--- src/rtl/mmio_uart_pkg.sv ---
// Shared definitions for the memory-mapped UART transmitter.
// Holds the serialiser state encoding, register offsets relative to
// BASE_ADDR, STATUS bit positions and the STATUS register layout.
// Optional feature macro: MMIO_UART_PARITY_EN (even-parity 8E1 frames).
`timescale 1ns/1ps
package mmio_uart_pkg;

  typedef enum logic [2:0] {
    ST_IDLE   = 3'd0,
    ST_START  = 3'd1,
    ST_DATA   = 3'd2,
    ST_STOP   = 3'd3,
    ST_PARITY = 3'd4
  } uart_state_e;

  localparam int unsigned OFS_TXDATA = 0;
  localparam int unsigned OFS_STATUS = 1;

  localparam int unsigned STAT_BUSY  = 0;
  localparam int unsigned STAT_EMPTY = 1;
  localparam int unsigned STAT_FULL  = 2;
  localparam int unsigned STAT_OVF   = 3;
  localparam int unsigned STAT_PAR   = 4;

  localparam int unsigned CNT_W = 16;

  // STATUS register image, busy in bit 0
  typedef struct packed {
    logic [10:0] rsvd;
    logic        par;
    logic        ovf;
    logic        full;
    logic        empty;
    logic        busy;
  } status_t;

endpackage

--- src/rtl/mmio_uart_tx_fifo.sv ---
// uart_tx_fifo: byte queue between the bus write port and the serialiser.
// Ports: clk_i, rst_ni (synchronous, active-low), push_i/din_i write side,
// pop_i/dout_o read side (dout_o shows the head), full_o/empty_o flags.
// Pointers carry one extra wrap bit; a push while full is accepted only
// when a pop frees a slot in the same cycle.
`timescale 1ns/1ps
module uart_tx_fifo #(
  parameter int unsigned WIDTH = 8,
  parameter int unsigned DEPTH = 8
) (
  input  logic             clk_i,
  input  logic             rst_ni,
  input  logic             push_i,
  input  logic [WIDTH-1:0] din_i,
  input  logic             pop_i,
  output logic [WIDTH-1:0] dout_o,
  output logic             full_o,
  output logic             empty_o
);

  localparam int unsigned AW = (DEPTH > 1) ? $clog2(DEPTH) : 1;
  localparam int unsigned PW = AW + 1;

  logic [PW-1:0]    wr_q, wr_d, rd_q, rd_d;
  logic [WIDTH-1:0] mem_q [DEPTH];
  logic             full_c, empty_c, push_ok_c, pop_ok_c;

  // Flags from pointer compare; MSB differs only when wrapped once
  always_comb begin
    empty_c   = (wr_q == rd_q);
    full_c    = (wr_q[AW] != rd_q[AW]) && (wr_q[AW-1:0] == rd_q[AW-1:0]);
    pop_ok_c  = pop_i && !empty_c;
    push_ok_c = push_i && (!full_c || pop_ok_c);
    wr_d      = wr_q + PW'(push_ok_c);
    rd_d      = rd_q + PW'(pop_ok_c);
  end

  always_ff @(posedge clk_i) begin
    if (!rst_ni) begin
      wr_q <= '0;
      rd_q <= '0;
    end else begin
      wr_q <= wr_d;
      rd_q <= rd_d;
    end
  end

  // Storage needs no reset; only pointer-qualified entries are read
  always_ff @(posedge clk_i) begin
    if (push_ok_c) mem_q[wr_q[AW-1:0]] <= din_i;
  end

  assign dout_o  = mem_q[rd_q[AW-1:0]];
  assign full_o  = full_c;
  assign empty_o = empty_c;

endmodule

--- src/rtl/mmio_uart_tx.sv ---
// mmio_uart_tx: memory-mapped UART transmitter on the processor data bus.
// Stores to BASE_ADDR queue a byte; a store to BASE_ADDR+1 with DOUT[3]=1
// clears the sticky overflow flag. STATUS at BASE_ADDR+1 is returned
// through a registered read port (1-cycle latency).
// Ports: clk_50MHz, reset_n (synchronous, active-low), ADDR[7:0],
// DOUT[15:0], W in; rd_data[15:0], rd_hit, txd (idles high), tx_busy out.
// Optional feature macro: MMIO_UART_PARITY_EN adds an even-parity bit
// (8E1) and sets STATUS bit 4; otherwise frames are 8N1.
`timescale 1ns/1ps
module mmio_uart_tx
  import mmio_uart_pkg::*;
#(
  parameter logic [7:0]  BASE_ADDR    = 8'hF0,
  parameter int unsigned CLKS_PER_BIT = 434,
  parameter int unsigned FIFO_DEPTH   = 8
) (
  input  logic        clk_50MHz,
  input  logic        reset_n,
  input  logic [7:0]  ADDR,
  input  logic [15:0] DOUT,
  input  logic        W,
  output logic [15:0] rd_data,
  output logic        rd_hit,
  output logic        txd,
  output logic        tx_busy
);

  uart_state_e       state_q, state_d;
  logic [CNT_W-1:0]  cnt_q, cnt_d;
  logic [2:0]        bit_q, bit_d;
  logic [7:0]        data_q, data_d;
  logic              ovf_q, ovf_d;
  logic              txd_q, txd_d;
  logic              busy_q, busy_d;
  logic [15:0]       rd_data_q, rd_data_d;
  logic              rd_hit_q, rd_hit_d;

  logic              hit_tx_c, hit_st_c, push_c, pop_c, bit_done_c;
  logic              fifo_full, fifo_empty;
  logic [7:0]        fifo_dout;
  status_t           status_c;
  logic              dout_unused;

  assign dout_unused = ^DOUT[15:8];

  uart_tx_fifo #(
    .WIDTH (8),
    .DEPTH (FIFO_DEPTH)
  ) u_fifo (
    .clk_i   (clk_50MHz),
    .rst_ni  (reset_n),
    .push_i  (push_c),
    .din_i   (DOUT[7:0]),
    .pop_i   (pop_c),
    .dout_o  (fifo_dout),
    .full_o  (fifo_full),
    .empty_o (fifo_empty)
  );

  // Bus decode, overflow flag and registered STATUS read
  always_comb begin
    hit_tx_c = (ADDR == BASE_ADDR + 8'(OFS_TXDATA));
    hit_st_c = (ADDR == BASE_ADDR + 8'(OFS_STATUS));
    push_c   = W && hit_tx_c;

    status_c       = '0;
    status_c.busy  = busy_q;
    status_c.empty = fifo_empty;
    status_c.full  = fifo_full;
    status_c.ovf   = ovf_q;
`ifdef MMIO_UART_PARITY_EN
    status_c.par   = 1'b1;
`else
    status_c.par   = 1'b0;
`endif

    ovf_d = ovf_q;
    // A full FIFO still takes the byte when the serialiser pops this cycle
    if (push_c && fifo_full && !pop_c) ovf_d = 1'b1;
    if (W && hit_st_c && DOUT[STAT_OVF]) ovf_d = 1'b0;

    rd_data_d = hit_st_c ? status_c : 16'h0000;
    rd_hit_d  = hit_tx_c || hit_st_c;
  end

  assign bit_done_c = (cnt_q == CNT_W'(CLKS_PER_BIT - 1));

  // State register (with baud counter, data and output registers)
  always_ff @(posedge clk_50MHz) begin
    if (!reset_n) begin
      state_q   <= ST_IDLE;
      cnt_q     <= '0;
      bit_q     <= '0;
      data_q    <= '0;
      ovf_q     <= 1'b0;
      txd_q     <= 1'b1;
      busy_q    <= 1'b0;
      rd_data_q <= '0;
      rd_hit_q  <= 1'b0;
    end else begin
      state_q   <= state_d;
      cnt_q     <= cnt_d;
      bit_q     <= bit_d;
      data_q    <= data_d;
      ovf_q     <= ovf_d;
      txd_q     <= txd_d;
      busy_q    <= busy_d;
      rd_data_q <= rd_data_d;
      rd_hit_q  <= rd_hit_d;
    end
  end

  // Next-state logic; every bit holds for CLKS_PER_BIT cycles
  always_comb begin
    state_d = state_q;
    cnt_d   = cnt_q;
    bit_d   = bit_q;
    data_d  = data_q;
    pop_c   = 1'b0;
    unique case (state_q)
      ST_IDLE: begin
        cnt_d = '0;
        bit_d = '0;
        if (!fifo_empty) begin
          pop_c   = 1'b1;
          data_d  = fifo_dout;
          state_d = ST_START;
        end
      end
      ST_START: begin
        if (bit_done_c) begin
          cnt_d   = '0;
          state_d = ST_DATA;
        end else begin
          cnt_d = cnt_q + CNT_W'(1);
        end
      end
      ST_DATA: begin
        if (bit_done_c) begin
          cnt_d = '0;
          bit_d = bit_q + 3'd1;
          if (bit_q == 3'd7) begin
`ifdef MMIO_UART_PARITY_EN
            state_d = ST_PARITY;
`else
            state_d = ST_STOP;
`endif
          end
        end else begin
          cnt_d = cnt_q + CNT_W'(1);
        end
      end
`ifdef MMIO_UART_PARITY_EN
      ST_PARITY: begin
        if (bit_done_c) begin
          cnt_d   = '0;
          state_d = ST_STOP;
        end else begin
          cnt_d = cnt_q + CNT_W'(1);
        end
      end
`endif
      ST_STOP: begin
        if (bit_done_c) begin
          cnt_d   = '0;
          state_d = ST_IDLE;
        end else begin
          cnt_d = cnt_q + CNT_W'(1);
        end
      end
      default: begin
        cnt_d   = '0;
        state_d = ST_IDLE;
      end
    endcase
  end

  // Output logic, registered one cycle behind the state
  always_comb begin
    txd_d  = 1'b1;
    busy_d = 1'b0;
    unique case (state_q)
      ST_START: begin
        txd_d  = 1'b0;
        busy_d = 1'b1;
      end
      ST_DATA: begin
        txd_d  = data_q[bit_q];
        busy_d = 1'b1;
      end
`ifdef MMIO_UART_PARITY_EN
      ST_PARITY: begin
        txd_d  = ^data_q;
        busy_d = 1'b1;
      end
`endif
      ST_STOP: begin
        txd_d  = 1'b1;
        busy_d = 1'b1;
      end
      default: begin
        txd_d  = 1'b1;
        busy_d = 1'b0;
      end
    endcase
  end

  assign rd_data = rd_data_q;
  assign rd_hit  = rd_hit_q;
  assign txd     = txd_q;
  assign tx_busy = busy_q;

endmodule

--- config.mk ---
export PLATFORM = sky130hd
export DESIGN_NAME = mmio_uart_tx
export DESIGN_NICKNAME = d
export VERILOG_FILES = /design/src/rtl/mmio_uart_pkg.sv /design/src/rtl/mmio_uart_tx_fifo.sv /design/src/rtl/mmio_uart_tx.sv
export SDC_FILE = /design/constraint.sdc
export NUM_CORES = 1
export LEC_CHECK = 0
export ABC_AREA = 1
export ABC_CLOCK_PERIOD_IN_PS = 2580
export BUFFER_PORTS_ARGS = -buffer_cell sky130_fd_sc_hd__buf_4
export CORE_MARGIN = 4
export CORE_UTILIZATION = 42
export DETAILED_ROUTE_END_ITERATION = 8
export PLACE_DENSITY = 0.7
export RECOVER_POWER = 25
export SLEW_MARGIN = 20
export SYNTH_ARGS = -nofsm -noshare
export SYNTH_HDL_FRONTEND = slang
export SYNTH_SLANG_ARGS = --single-unit
--- constraint.sdc ---
create_clock -name clk_50MHz -period 2.58 [get_ports clk_50MHz]
set_input_delay 0 -clock clk_50MHz [delete_from_list [all_inputs] [get_ports clk_50MHz]]
set_output_delay 0 -clock clk_50MHz [all_outputs]
set_load 0.01 [all_outputs]
==> results.cfg <==
[sta]
setup_viol_count_final = 0
maxSlewHeadroom_pct = 63.1
period_minus_slack_ns = 2.15
setup_ws_ns = 0.435
worst_pin_slew_ns = 0.552
fin_crit_sh_pct = 83.2
tns_ns = 0
grt_setup_unrepaired = no
finalMaxSlewViolations = 0
fmax_mhz = 466
finClkSkew_ns = 0.00758
final-hold-violation-count = 0

[clocking]
numCtsBuffers = 9
clock-sinks = 109
clkTransAtPathRegs_ns = 0.07
post_cts_buffers = 0
tritoncts = done
h-tree-depth = 3
clock_latency_ns = 0.35
clockBufferDepth = 2
cts-root-buf = clkbuf_16

[synthesis]
synth.avg_cell_area_um2 = 9.46
syn_area_mm2 = 0.00480
synth_seq_cells = 109
yosysSeqAreaShare_pct = 58.9
yosysWarningCount = 0
ys_types = 30
syn_inst = 507

[placement]
portBuffers = 25
hpwlAfterDp_um = 6080
gp_congestion = 0.821
dp_slack_ns = 0.462

[grt]
first_global_vias = 3331
grt_use_total_pct = 15.3
grt_pass1_wl_um = 15800
grt_max_degree = 33
antenna_found_initial = 0
overflow = 0

[layout]
fin_nets = 592
diodes = 0
areaGrowthSynthToFinish_pct = 15.2
multiInputGateArea_mm2 = 0.00168
nFillCells = 967
fin_util_pct = 50.1
regArea_mm2 = 0.00282
drive_gt1_share_pct = 11.8

[die]
core_mm2 = 0.0110
start_util_pct = 43.5
rows = 38
chipWidth_um = 115
io_pins = 46
dieArea_mm2 = 0.0132
fp.dieH_um = 115

[drt]
wl_per_cell_um = 13.5
drt-pass1-iter-count = 4
drtIter0Drc = 219
ant_nets = 0
num_vias = 3444
via_per_inst = 4.94
drt_wl_total_um = 9440
post-route-drc-count = 0

[power]
cellPowerDensity_mw_per_mm2 = 634
total_power_w = 0.00350
p_leak_nw = 2.04
worst_ir_drop_vdd_v = 0.000501

[setup_path]
endpoint_kind = register
crit_fanout = 3
crit_type = input port to register
start_kind = input port
arrival_ns = 2.38
critPathRequiredTime_ns = 2.82

[job]
cap_violations = 0

[run_status]
outcome = completed

[worst_hold_path]
hold_path_class = input port to register
==> path summary, 6_finish.rpt <==
kind             startpoint              to  slack [ns]  depth (start not counted)
max                 ADDR[2]           ovf_q        0.43                         10
min                 ADDR[0]           ovf_q        0.12                          6
max reg2reg  u_fifo.rd_q[2]  u_fifo.wr_q[2]        0.45                         14
min reg2reg         tx_busy      rd_data[0]        0.43                          2
==> stage by stage <==
stage	hold slack, ns	cells	instance area [um^2]
2_1_floorplan	0.0989	518	4840
3_3_place_gp	0.233	668	5130
3_5_place_dp	0.238	668	5130
4_1_cts	0.0906	697	5550
5_1_grt	0.156	697	5520
6_report	0.124	697	5520
==> sequential cells by signal (all words and copies together) (netlist names), 2 cells and up <==
signal and cells:
bit_q 3, cnt_q 16, data_q 8, rd_data 4, state_q 2, u_fifo.mem_q 64
u_fifo.rd_q 4, u_fifo.wr_q 4
==> synth_stat cells <==
master      n  area [um^2]
a21oi_1    21          105
buf_1       1         3.75
buf_2       5         25.0
buf_4      14          105
buf_6       1         11.3
clkbuf_1    7         26.3
conb_1      1         3.75
dfxtp_1    45          901
edfxtp_1   64         1920
ha_1       12          150
inv_1      38          143
inv_2       6         22.5
nand2_1    62          233
nand2_2     6         37.5
nand3_1    26          130
nand3_2     2         20.0
nand3_4     1         17.5
nand4_1     9         56.3
nor2_1    106          398
nor2_2      1         6.26
nor2_4      1         11.3
nor3_1      4         20.0
nor3b_1     5         37.5
o211ai_1   16          120
o21a_1      1         7.51
o21ai_0    44          220
o22ai_1     1         6.26
or2_2       2         12.5
xnor2_1     3         26.3
xor2_1      2         17.5
==> kinds of logic after synthesis <==
logic type	after synthesis	synth area share, %
xor gates and xnor gates	5	0.913
AOI/OAI and AO/OA	83	9.57
adders and majority gates	12	3.13
other	1	0.0782
buffers and inverters	72	7.02
DFF	109	58.9
and+or+nand+nor	225	20.4
==> where the power goes <==
part	internal [W]	leakage, nW	total, W	switching, W
Clock	0.000672	0.141	0.00131	0.000639
Sequential	0.00186	0.938	0.00188	0.0000200
Combinational	0.000111	0.957	0.000310	0.000200
==> critical path, cell delays in order <==
cell	delay (ns)
dlygate4sd3_1	0.54
buf_4	0.13
nor2_1	0.09
nand4_1	0.12
nor2_1	0.18
nand3_1	0.10
dlygate4sd3_1	0.58
nand2_1	0.07
dlygate4sd3_1	0.55
a21oi_1	0.04
==> repair_timing <==
item | CTS | global route
hold endpoints to repair | 75 | 0
hold buffers | 14 | 0
resized for setup | 0 | 0
==> per-layer routing <==
layer / routed length (um) / vias to the layer above / global-route usage [%]
li1: - / 1777 / -
met1: 4180 / 1583 / 19.0
met2: 4700 / 67 / 26.0
met3: 407 / 17 / 3.84
met4: 149 / 0 / 5.48
met5: 0 / - / 0
==> layout by cell type, fill, tap and decap left out, types with 6 or more instances in the layout <==
cell           count
conb_1            12
dfxtp_1           45
nand2_1           62
nand4_1            9
clkbuf_1           6
nor2_1           106
dlygate4sd3_1     14
clkbuf_16          9
o211ai_1          16
o21ai_0           44
inv_2              6
ha_1              12
inv_1             38
a21oi_1           21
nand3_1           26
buf_4             32
edfxtp_1          64
nand2_2            6
==> layout make-up <==
type,instances,share of cell area [%]
clock buffer,9,4.08
inverter,44,2.99
multi-input combinational,337,30.4
timing repair buffer,52,7.29
tap,140,3.17
clock inverter,6,0.974
sequential,109,51.1
Note: power is estimated with default switching activity, not from simulation.
